### config.mk
export PLATFORM = sky130hd
export DESIGN_NAME = imem_loader
export DESIGN_NICKNAME = d
export VERILOG_FILES = /design/src/rtl/mips_pkg.sv /design/src/rtl/imem_word_assembler.sv /design/src/rtl/imem_loader.sv
export SDC_FILE = /design/constraint.sdc
export NUM_CORES = 1
export LEC_CHECK = 0
export ABC_AREA = 1
export CORE_ASPECT_RATIO = 2
export CORE_MARGIN = 3
export CORE_UTILIZATION = 40
export DETAILED_ROUTE_END_ITERATION = 7
export PLACE_DENSITY = 0.64
export SETUP_SLACK_MARGIN = 0.15
export SYNTH_ARGS = -nofsm -noshare
export SYNTH_HDL_FRONTEND = slang
export SYNTH_SLANG_ARGS = --single-unit
### constraint.sdc
create_clock -name clk -period 2 [get_ports clk]
set_input_delay 0.4 -clock clk [delete_from_list [all_inputs] [get_ports clk]]
set_output_delay 0.4 -clock clk [all_outputs]
set_load 0.05 [all_outputs]
### src/rtl/mips_pkg.sv
// Shared definitions for the mips_core boot path: loader state encoding,
// word geometry and the default instruction-memory address width.
package mips_pkg;

    localparam int IMEM_ADDR_W    = 8;
    localparam int BYTES_PER_WORD = 4;

    localparam logic [2:0] LD_IDLE   = 3'd0;
    localparam logic [2:0] LD_HDR_HI = 3'd1;
    localparam logic [2:0] LD_HDR_LO = 3'd2;
    localparam logic [2:0] LD_DATA   = 3'd3;
    localparam logic [2:0] LD_WRITE  = 3'd4;
    localparam logic [2:0] LD_CHK    = 3'd5;
    localparam logic [2:0] LD_DONE   = 3'd6;
    localparam logic [2:0] LD_ERROR  = 3'd7;

    typedef enum logic [2:0] {
        ST_IDLE   = LD_IDLE,
        ST_HDR_HI = LD_HDR_HI,
        ST_HDR_LO = LD_HDR_LO,
        ST_DATA   = LD_DATA,
        ST_WRITE  = LD_WRITE,
        ST_CHK    = LD_CHK,
        ST_DONE   = LD_DONE,
        ST_ERROR  = LD_ERROR
    } ld_state_e;

endpackage

### src/rtl/imem_word_assembler.sv
// Big-endian byte-to-word assembler: shifts accepted bytes in MSB-first and
// presents the complete word combinationally alongside its 4th byte.
module imem_word_assembler
    import mips_pkg::*;
(
    input  logic        clk,
    input  logic        rst_n,
    input  logic        clr_i,
    input  logic        byte_valid_i,
    input  logic [7:0]  byte_i,
    output logic [31:0] word_o,
    output logic        word_valid_o
);

    logic [23:0] shift_q;
    logic [1:0]  cnt_q;

    // Only the three most recent bytes are kept; the 4th joins them on the way out.
    assign word_o       = {shift_q, byte_i};
    assign word_valid_o = byte_valid_i && (cnt_q == 2'(BYTES_PER_WORD - 1));

    always_ff @(posedge clk or negedge rst_n) begin
        if (!rst_n) begin
            shift_q <= '0;
            cnt_q   <= '0;
        end else if (clr_i) begin
            shift_q <= '0;
            cnt_q   <= '0;
        end else if (byte_valid_i) begin
            shift_q <= {shift_q[15:0], byte_i};
            cnt_q   <= cnt_q + 2'd1;
        end
    end

endmodule

### src/rtl/imem_loader.sv
// Instruction-memory boot loader: parses a count-prefixed byte frame, writes
// words from address 0 and holds mips_core in reset until the load completes.
// Optional trailing XOR checksum byte enabled by IMEM_LOADER_CHECKSUM_EN.
module imem_loader
    import mips_pkg::*;
#(
    parameter int ADDR_W         = IMEM_ADDR_W,
    parameter bit START_ON_RESET = 1'b1
) (
    input  logic              clk,
    input  logic              rst,
    input  logic              start,
    input  logic              in_valid,
    input  logic [7:0]        in_data,
    output logic              in_ready,
    output logic              mem_we,
    output logic [ADDR_W-1:0] mem_addr,
    output logic [31:0]       mem_wdata,
    output logic              core_rst,
    output logic              done,
    output logic              err
);

    localparam logic [16:0] DEPTH = 17'(1) << ADDR_W;

    ld_state_e         state_q;
    logic [7:0]        cnt_hi_q;
    logic [15:0]       cnt_q;
    logic [16:0]       idx_q;
    logic              in_ready_q;
    logic              mem_we_q;
    logic [ADDR_W-1:0] mem_addr_q;
    logic [31:0]       mem_wdata_q;
    logic              core_rst_q;
    logic              done_q;
    logic              err_q;
`ifdef IMEM_LOADER_CHECKSUM_EN
    logic [7:0]        chk_q;
`endif

    logic        accept;
    logic [15:0] cnt_d;
    logic [16:0] idx_d;
    logic [31:0] asm_word;
    logic        asm_word_valid;

    assign accept = in_valid && in_ready_q;
    assign cnt_d  = {cnt_hi_q, in_data};
    assign idx_d  = idx_q + 17'd1;

    imem_word_assembler u_asm (
        .clk          (clk),
        .rst_n        (rst),
        .clr_i        (state_q != ST_DATA && state_q != ST_WRITE),
        .byte_valid_i (accept && state_q == ST_DATA),
        .byte_i       (in_data),
        .word_o       (asm_word),
        .word_valid_o (asm_word_valid)
    );

    always_ff @(posedge clk or negedge rst) begin
        if (!rst) begin
            state_q     <= ST_IDLE;
            cnt_hi_q    <= '0;
            cnt_q       <= '0;
            idx_q       <= '0;
            in_ready_q  <= 1'b0;
            mem_we_q    <= 1'b0;
            mem_addr_q  <= '0;
            mem_wdata_q <= '0;
            core_rst_q  <= 1'b1;
            done_q      <= 1'b0;
            err_q       <= 1'b0;
`ifdef IMEM_LOADER_CHECKSUM_EN
            chk_q       <= '0;
`endif
        end else begin
            mem_we_q <= 1'b0;
`ifdef IMEM_LOADER_CHECKSUM_EN
            if (accept && state_q != ST_CHK) begin
                chk_q <= chk_q ^ in_data;
            end
`endif
            case (state_q)
                ST_IDLE: begin
                    if (START_ON_RESET || start) begin
                        state_q    <= ST_HDR_HI;
                        in_ready_q <= 1'b1;
                    end
                end
                ST_HDR_HI: begin
                    if (accept) begin
                        cnt_hi_q <= in_data;
                        state_q  <= ST_HDR_LO;
                    end
                end
                ST_HDR_LO: begin
                    if (accept) begin
                        cnt_q <= cnt_d;
                        if (cnt_d == 16'd0) begin
`ifdef IMEM_LOADER_CHECKSUM_EN
                            state_q <= ST_CHK;
`else
                            state_q    <= ST_DONE;
                            in_ready_q <= 1'b0;
                            done_q     <= 1'b1;
                            core_rst_q <= 1'b0;
`endif
                        end else if ({1'b0, cnt_d} > DEPTH) begin
                            state_q    <= ST_ERROR;
                            in_ready_q <= 1'b0;
                            err_q      <= 1'b1;
                        end else begin
                            state_q <= ST_DATA;
                        end
                    end
                end
                ST_DATA: begin
                    if (accept && asm_word_valid) begin
                        mem_we_q    <= 1'b1;
                        mem_addr_q  <= idx_q[ADDR_W-1:0];
                        mem_wdata_q <= asm_word;
                        state_q     <= ST_WRITE;
                        in_ready_q  <= 1'b0;
                    end
                end
                ST_WRITE: begin
                    // Index may reach DEPTH here; it is never used as an address again.
                    idx_q <= idx_d;
                    if (idx_d == {1'b0, cnt_q}) begin
`ifdef IMEM_LOADER_CHECKSUM_EN
                        state_q    <= ST_CHK;
                        in_ready_q <= 1'b1;
`else
                        state_q    <= ST_DONE;
                        done_q     <= 1'b1;
                        core_rst_q <= 1'b0;
`endif
                    end else begin
                        state_q    <= ST_DATA;
                        in_ready_q <= 1'b1;
                    end
                end
`ifdef IMEM_LOADER_CHECKSUM_EN
                ST_CHK: begin
                    if (accept) begin
                        in_ready_q <= 1'b0;
                        if (in_data == chk_q) begin
                            state_q    <= ST_DONE;
                            done_q     <= 1'b1;
                            core_rst_q <= 1'b0;
                        end else begin
                            state_q <= ST_ERROR;
                            err_q   <= 1'b1;
                        end
                    end
                end
`endif
                ST_DONE, ST_ERROR: begin
                    if (start) begin
                        state_q    <= ST_HDR_HI;
                        in_ready_q <= 1'b1;
                        done_q     <= 1'b0;
                        err_q      <= 1'b0;
                        core_rst_q <= 1'b1;
                        idx_q      <= '0;
`ifdef IMEM_LOADER_CHECKSUM_EN
                        chk_q      <= '0;
`endif
                    end
                end
                default: begin
                    state_q    <= ST_IDLE;
                    in_ready_q <= 1'b0;
                end
            endcase
        end
    end

    assign in_ready  = in_ready_q;
    assign mem_we    = mem_we_q;
    assign mem_addr  = mem_addr_q;
    assign mem_wdata = mem_wdata_q;
    assign core_rst  = core_rst_q;
    assign done      = done_q;
    assign err       = err_q;

endmodule

After elaboration in Yosys (flattened, before gate mapping)

Index checks and enable logic that the tools add are counted.

Flip-flop bits (word level): 115
Input port bits: 12
Word-level logic and storage cells: 93

Add/sub/neg operators: 2
Magnitude comparators: 1
Equal/unequal tests: 20
Mux-type cells: 36
Bitwise operators: 1
Reductions and logical operators: 20

Operators by type and width:

| cell                    | count |
|---|---|
| $mux W24                | 2 |
| $pmux W17 S2            | 1 |
| $mux W3                 | 7 |
| $mux W1                 | 18 |
| $pmux W3 S6             | 1 |
| $add A17 B1 Y17 const B | 1 |
| $eq A17 B16 Y1          | 1 |
| $mux W17                | 1 |
| $gt A16 B9 Y1 const B   | 1 |
| $logic_not A16 Y1       | 1 |
| $ne A2 B2 Y1 const B    | 8 |
| $reduce_and A5 Y1       | 2 |
| $eq A3 B3 Y1 const B    | 3 |
| $reduce_and A2 Y1       | 4 |
| $eq A3 B2 Y1 const B    | 2 |
| $ne A3 B3 Y1 const B    | 2 |
| $pmux W1 S3             | 2 |
| $pmux W1 S6             | 1 |
| $reduce_and A6 Y1       | 1 |
| $reduce_bool A2 Y1      | 3 |
| $logic_and A1 B1 Y1     | 5 |
| $mux W2                 | 2 |
| $reduce_and A4 Y1       | 1 |
| $eq A3 B1 Y1 const B    | 1 |
| 9 further kinds         | 9 |

Logic depth before layout (Yosys ltp)

Depth after elaboration: 6
Mapped depth: 17

Modules after synthesis

From an unflattened synthesis, not the netlist that was laid out.

Cells, all modules: 727
Area, all modules: 5815.6 µm²

By module, submodules not included:

| module              | instances | cells an instance | area an instance (µm²) | seq. area each (µm²) |
|---|---|---|---|---|
| imem_loader         | 1         | 602               | 4550.6                 | 2228.4 |
| imem_word_assembler | 1         | 125               | 1265.0                 | 650.6 |

Worst setup path before layout

OpenSTA, ideal clock, no wires.

Kind: reg-to-reg
Start point: register, netlist name in_ready
End point: register idx_q[10]
Data arrival time: 1.669 ns
Data required time: 1.865 ns
Path slack: 0.196 ns
Stages on the path, launching flop included: 9
Buffers on the path: 1
Cell sequence: dfrtp_1 > nand2_1 > a21oi_1 > inv_1 > nor2_1 > inv_1 > nand2_1 > buf_2 > o22ai_1

RTL lines:

| element                | RTL line           | text |
|---|---|---|
| end signal: assignment | imem_loader.sv:129 | `idx_q <= idx_d;` |
| end: declaration       | imem_loader.sv:29  | `logic [16:0] idx_q;` |

Worst setup path in the final report

Start point: register idx_q[0]
End point: register in_ready_q, in the netlist in_ready

Word-level cells in the longest chain between the ends: 4

Ends and longest elaborated chain:

| element                     | RTL line           | text |
|---|---|---|
| $add A17 B1 Y17             | imem_loader.sv:49  | `assign idx_d = idx_q + 17'd1;` |
| $eq A17 B16 Y1              | imem_loader.sv:130 | `if (idx_d == {1'b0, cnt_q}) begin` |
| $ne A2 B2 Y1 (no line)      | --                 |  |
| $reduce_and A6 Y1 (no line) | --                 |  |
| end signal: assignment      | imem_loader.sv:67  | `in_ready_q <= 1'b0;` |
| end signal: assignment      | imem_loader.sv:124 | `in_ready_q <= 1'b0;` |
| end signal: assignment      | imem_loader.sv:141 | `in_ready_q <= 1'b1;` |
| end: declaration            | imem_loader.sv:30  | `logic in_ready_q;` |

Every way passes these cells.
A chain may end at the register's enable or synchronous reset.

==> flow_summary.yaml <==
run_status:
  status: "complete, but fails checks"
  violations: "setup timing"
logic_synthesis:
  ys_ff_latch: 115
  syn_area_um2: 5170
  ys_seq_area_frac: 0.557
  ys_warn_count: 0
  avgSynthCellArea_um2: 8.44
  syn_inst: 612
  synth_cell_types: 30
  syn-num-nets: 626
critical_path:
  end_kind: "flop"
  arrival_ns: 2.38
  critical_path_required_ns: 2.30
  cp-start-kind: "flop"
  critPathKind: "reg2reg"
  cp_max_fo: 8
detailed_routing:
  drc: 0
  drtIter0Drc: 291
  wl_mm: 13.5
  drt-pass1-iter-count: 5
  vias: 4494
  wl_per_cell_um: 15.6
  ant_nets: 0
  viasPerCell: 5.18
layout:
  layout.nets: 720
  synthToLayoutAreaGrowth_pct: 31.9
  nFillCells: 1204
  layout-drive-gt1-share: 0.159
  n_antenna_cell: 0
global_routing:
  grt_usage: 0.200
  grt_max_degree: 78
  overflow: 0
  grt_pass1_vias: 4705
  antenna_found_initial: 0
  grt_pass1_wl_mm: 22.5
clock_tree:
  cts_made_buffers: 17
  cts_tree: "yes"
  path_clk_slew_ns: 0.06
  clock-root-buffer: "clkbuf_16"
  cts_buffer_depth: 2
  clock_latency_ns: 0.41
  cts.sinks: 115
  htree_levels: 4
timing:
  finalCritPeriodShare: 1.04
  drv_slew: 0
  tightest_slew_ns: 0.520
  fmax_mhz: 481
  slew_headroom: 0.655
  rsz0062_at_grt: "true"
  finalSetupViolCount: 2
  fin_ws_ns: -0.0791
  fin_crit_ns: 2.08
  hold_viol_final: 0
  skew_ns: 0.0101
placement:
  dp_slack_ns: -0.133
  io_buffer_count: 56
  gp_congestion: 0.930
  dp.final_hpwl_mm: 9.68
pwr:
  p_sw_frac: 0.350
  p_seq_frac: 0.359
  power_density_nw_per_um2: 1320
  leakage_nw: 3.37
  p_switching_w: 0.00314
  intPower_w: 0.00583
  ir_drop_mv: 0.977
  p_comb_frac: 0.302
  fin_total_pwr_w: 0.00897
  p_clk_frac: 0.339
floorplanning:
  dieArea_um2: 14400
  die_h_um: 167
  die_x_um: 86.4
  start_util: 0.409
  boundaryPins: 57
  coreArea_um2: 12600
  row_count: 58
worst_hold_path:
  hold_class: "in2async"
job:
  drv_cap: 0
[Yosys cell counts]
cell / number / area (um^2)
o211ai_1: 2 / 15.0
clkbuf_1: 15 / 56.3
inv_1: 85 / 319
nand3_2: 2 / 20.0
ha_1: 2 / 25.0
o21ai_1: 2 / 10.0
nor2_1: 31 / 116
dfrtp_1: 114 / 2850
a211oi_1: 1 / 7.51
nand4_1: 12 / 75.1
nor2_4: 4 / 45.0
mux2_2: 1 / 11.3
a31oi_1: 1 / 6.26
inv_2: 3 / 11.3
nand2_1: 163 / 612
xor2_1: 1 / 8.76
dfstp_2: 1 / 26.3
and2_1: 1 / 6.26
nor3_1: 2 / 10.0
buf_6: 1 / 11.3
nand3b_1: 7 / 52.6
xnor2_1: 1 / 8.76
nand3_1: 34 / 170
a22o_1: 1 / 8.76
nand2_2: 6 / 37.5
o21ai_0: 73 / 365
nor2_2: 5 / 31.3
o22ai_1: 33 / 206
buf_2: 3 / 15.0
a21oi_1: 5 / 25.0
[state kept, by name, summed over array words and instances, names as in the netlist, 2 cells and up]
signal / cells
cnt_hi_q: 8
idx_q: 17
u_asm.shift_q: 24
state_q: 3
u_asm.cnt_q: 2
mem_addr: 8
cnt_q: 16
mem_wdata: 32
[placed cells by master (no fill, tap or decap), types with 17 or more instances in the layout]
master           n
nor2_1          27
dlygate4sd2_1   39
o22ai_1         33
clkbuf_16       17
nand3_1         27
o21ai_0         72
inv_1           85
dfrtp_1        113
buf_4           38
nand2_1        157
[cell families after synthesis]
kind of cell | Yosys count | synth area share
xor+xnor | 2 | 0.00339
simple gates | 267 | 0.228
mux | 1 | 0.00218
fa+ha+maj | 2 | 0.00484
buf+inv | 107 | 0.0799
compound gates | 118 | 0.125
flops | 115 | 0.557
[power by group through the flow]
stage / sequential, W / combinational [W] / clock [W]
after floorplan: 0.00325 / 0.00167 / 0
after global routing: 0.00329 / 0.00307 / 0.00318
after detailed placement: 0.00321 / 0.00256 / 0
final: 0.00322 / 0.00271 / 0.00304
after CTS: 0.00320 / 0.00261 / 0.00308
after global placement: 0.00320 / 0.00249 / 0
[final timing paths]
path                                 startpoint                      to  slack (ns)  depth (start not counted)
min in group clk           core_rst$_DFFE_PN1P_    core_rst$_DFFE_PN1P_        0.48                          2
max in group asynchronous                   rst    core_rst$_DFFE_PN1P_        0.96                          3
min reg2reg                core_rst$_DFFE_PN1P_    core_rst$_DFFE_PN1P_        0.48                          2
min                                         rst  state_q[0]$_DFFE_PN0P_        0.46                          2
max                        idx_q[0]$_DFFE_PN0P_    in_ready$_DFFE_PN0P_       -0.08                         16
max reg2reg                idx_q[0]$_DFFE_PN0P_    in_ready$_DFFE_PN0P_       -0.08                         16
[layer usage]
layer	track usage	vias to the layer above	part of all wire
met5	0	-	0
met4	0.108	0	0.037
met3	0.0450	40	0.039
met2	0.356	136	0.56
met1	0.211	2146	0.36
li1	-	2172	-
[critical path, stage by stage, from the launching register on]
cell and delay [ns]:
dfrtp_1 0.39, ha_4 0.19, nand2_4 0.07, nor2_4 0.22, buf_4 0.15, nand3_1 0.09, nand2_1 0.11, nand3_1 0.09
nand2_1 0.09, nor2_1 0.05, nand2_1 0.08, nor2_2 0.05, buf_4 0.13, nand3_2 0.09, nand2_1 0.06, nand2_1 0.06
nand2_1 0.05
[what timing repair did]
action / 4_1_cts / 5_1_grt
resized for setup: 46 / 17
setup buffers: 4 / 5
endpoints found under the setup margin: 44 / 17
hold buffers: 1 / 0
hold endpoints to repair: 25 / 0
gates cloned: 0 / 0
pin swaps: 11 / 10
[metrics by stage]
step	TNS (ns)	area (um^2)	utilization	hold slack [ns]	std cells
floorplan	0	5170	-	0.104	612
global placement	-0.250	6100	0.483	0.357	827
detailed placement	-0.382	6100	0.483	0.360	827
CTS	0	6720	0.532	0.457	862
global route	-0.865	6810	0.540	0.490	867
finish	-0.137	6810	0.540	0.456	867
[layout make-up]
type                    instances  area, um^2  share of cell area
flip-flops and latches        115        2880               0.423
clock buffers                  21         460              0.0676
inverters                      88         330              0.0485
well taps                     150         188              0.0275
multi-input cells             390        1970               0.289
clock inverters                 9         131              0.0193
repair buffers                 94         857               0.126
No activity file was read; power rests on OpenSTA's default activity.
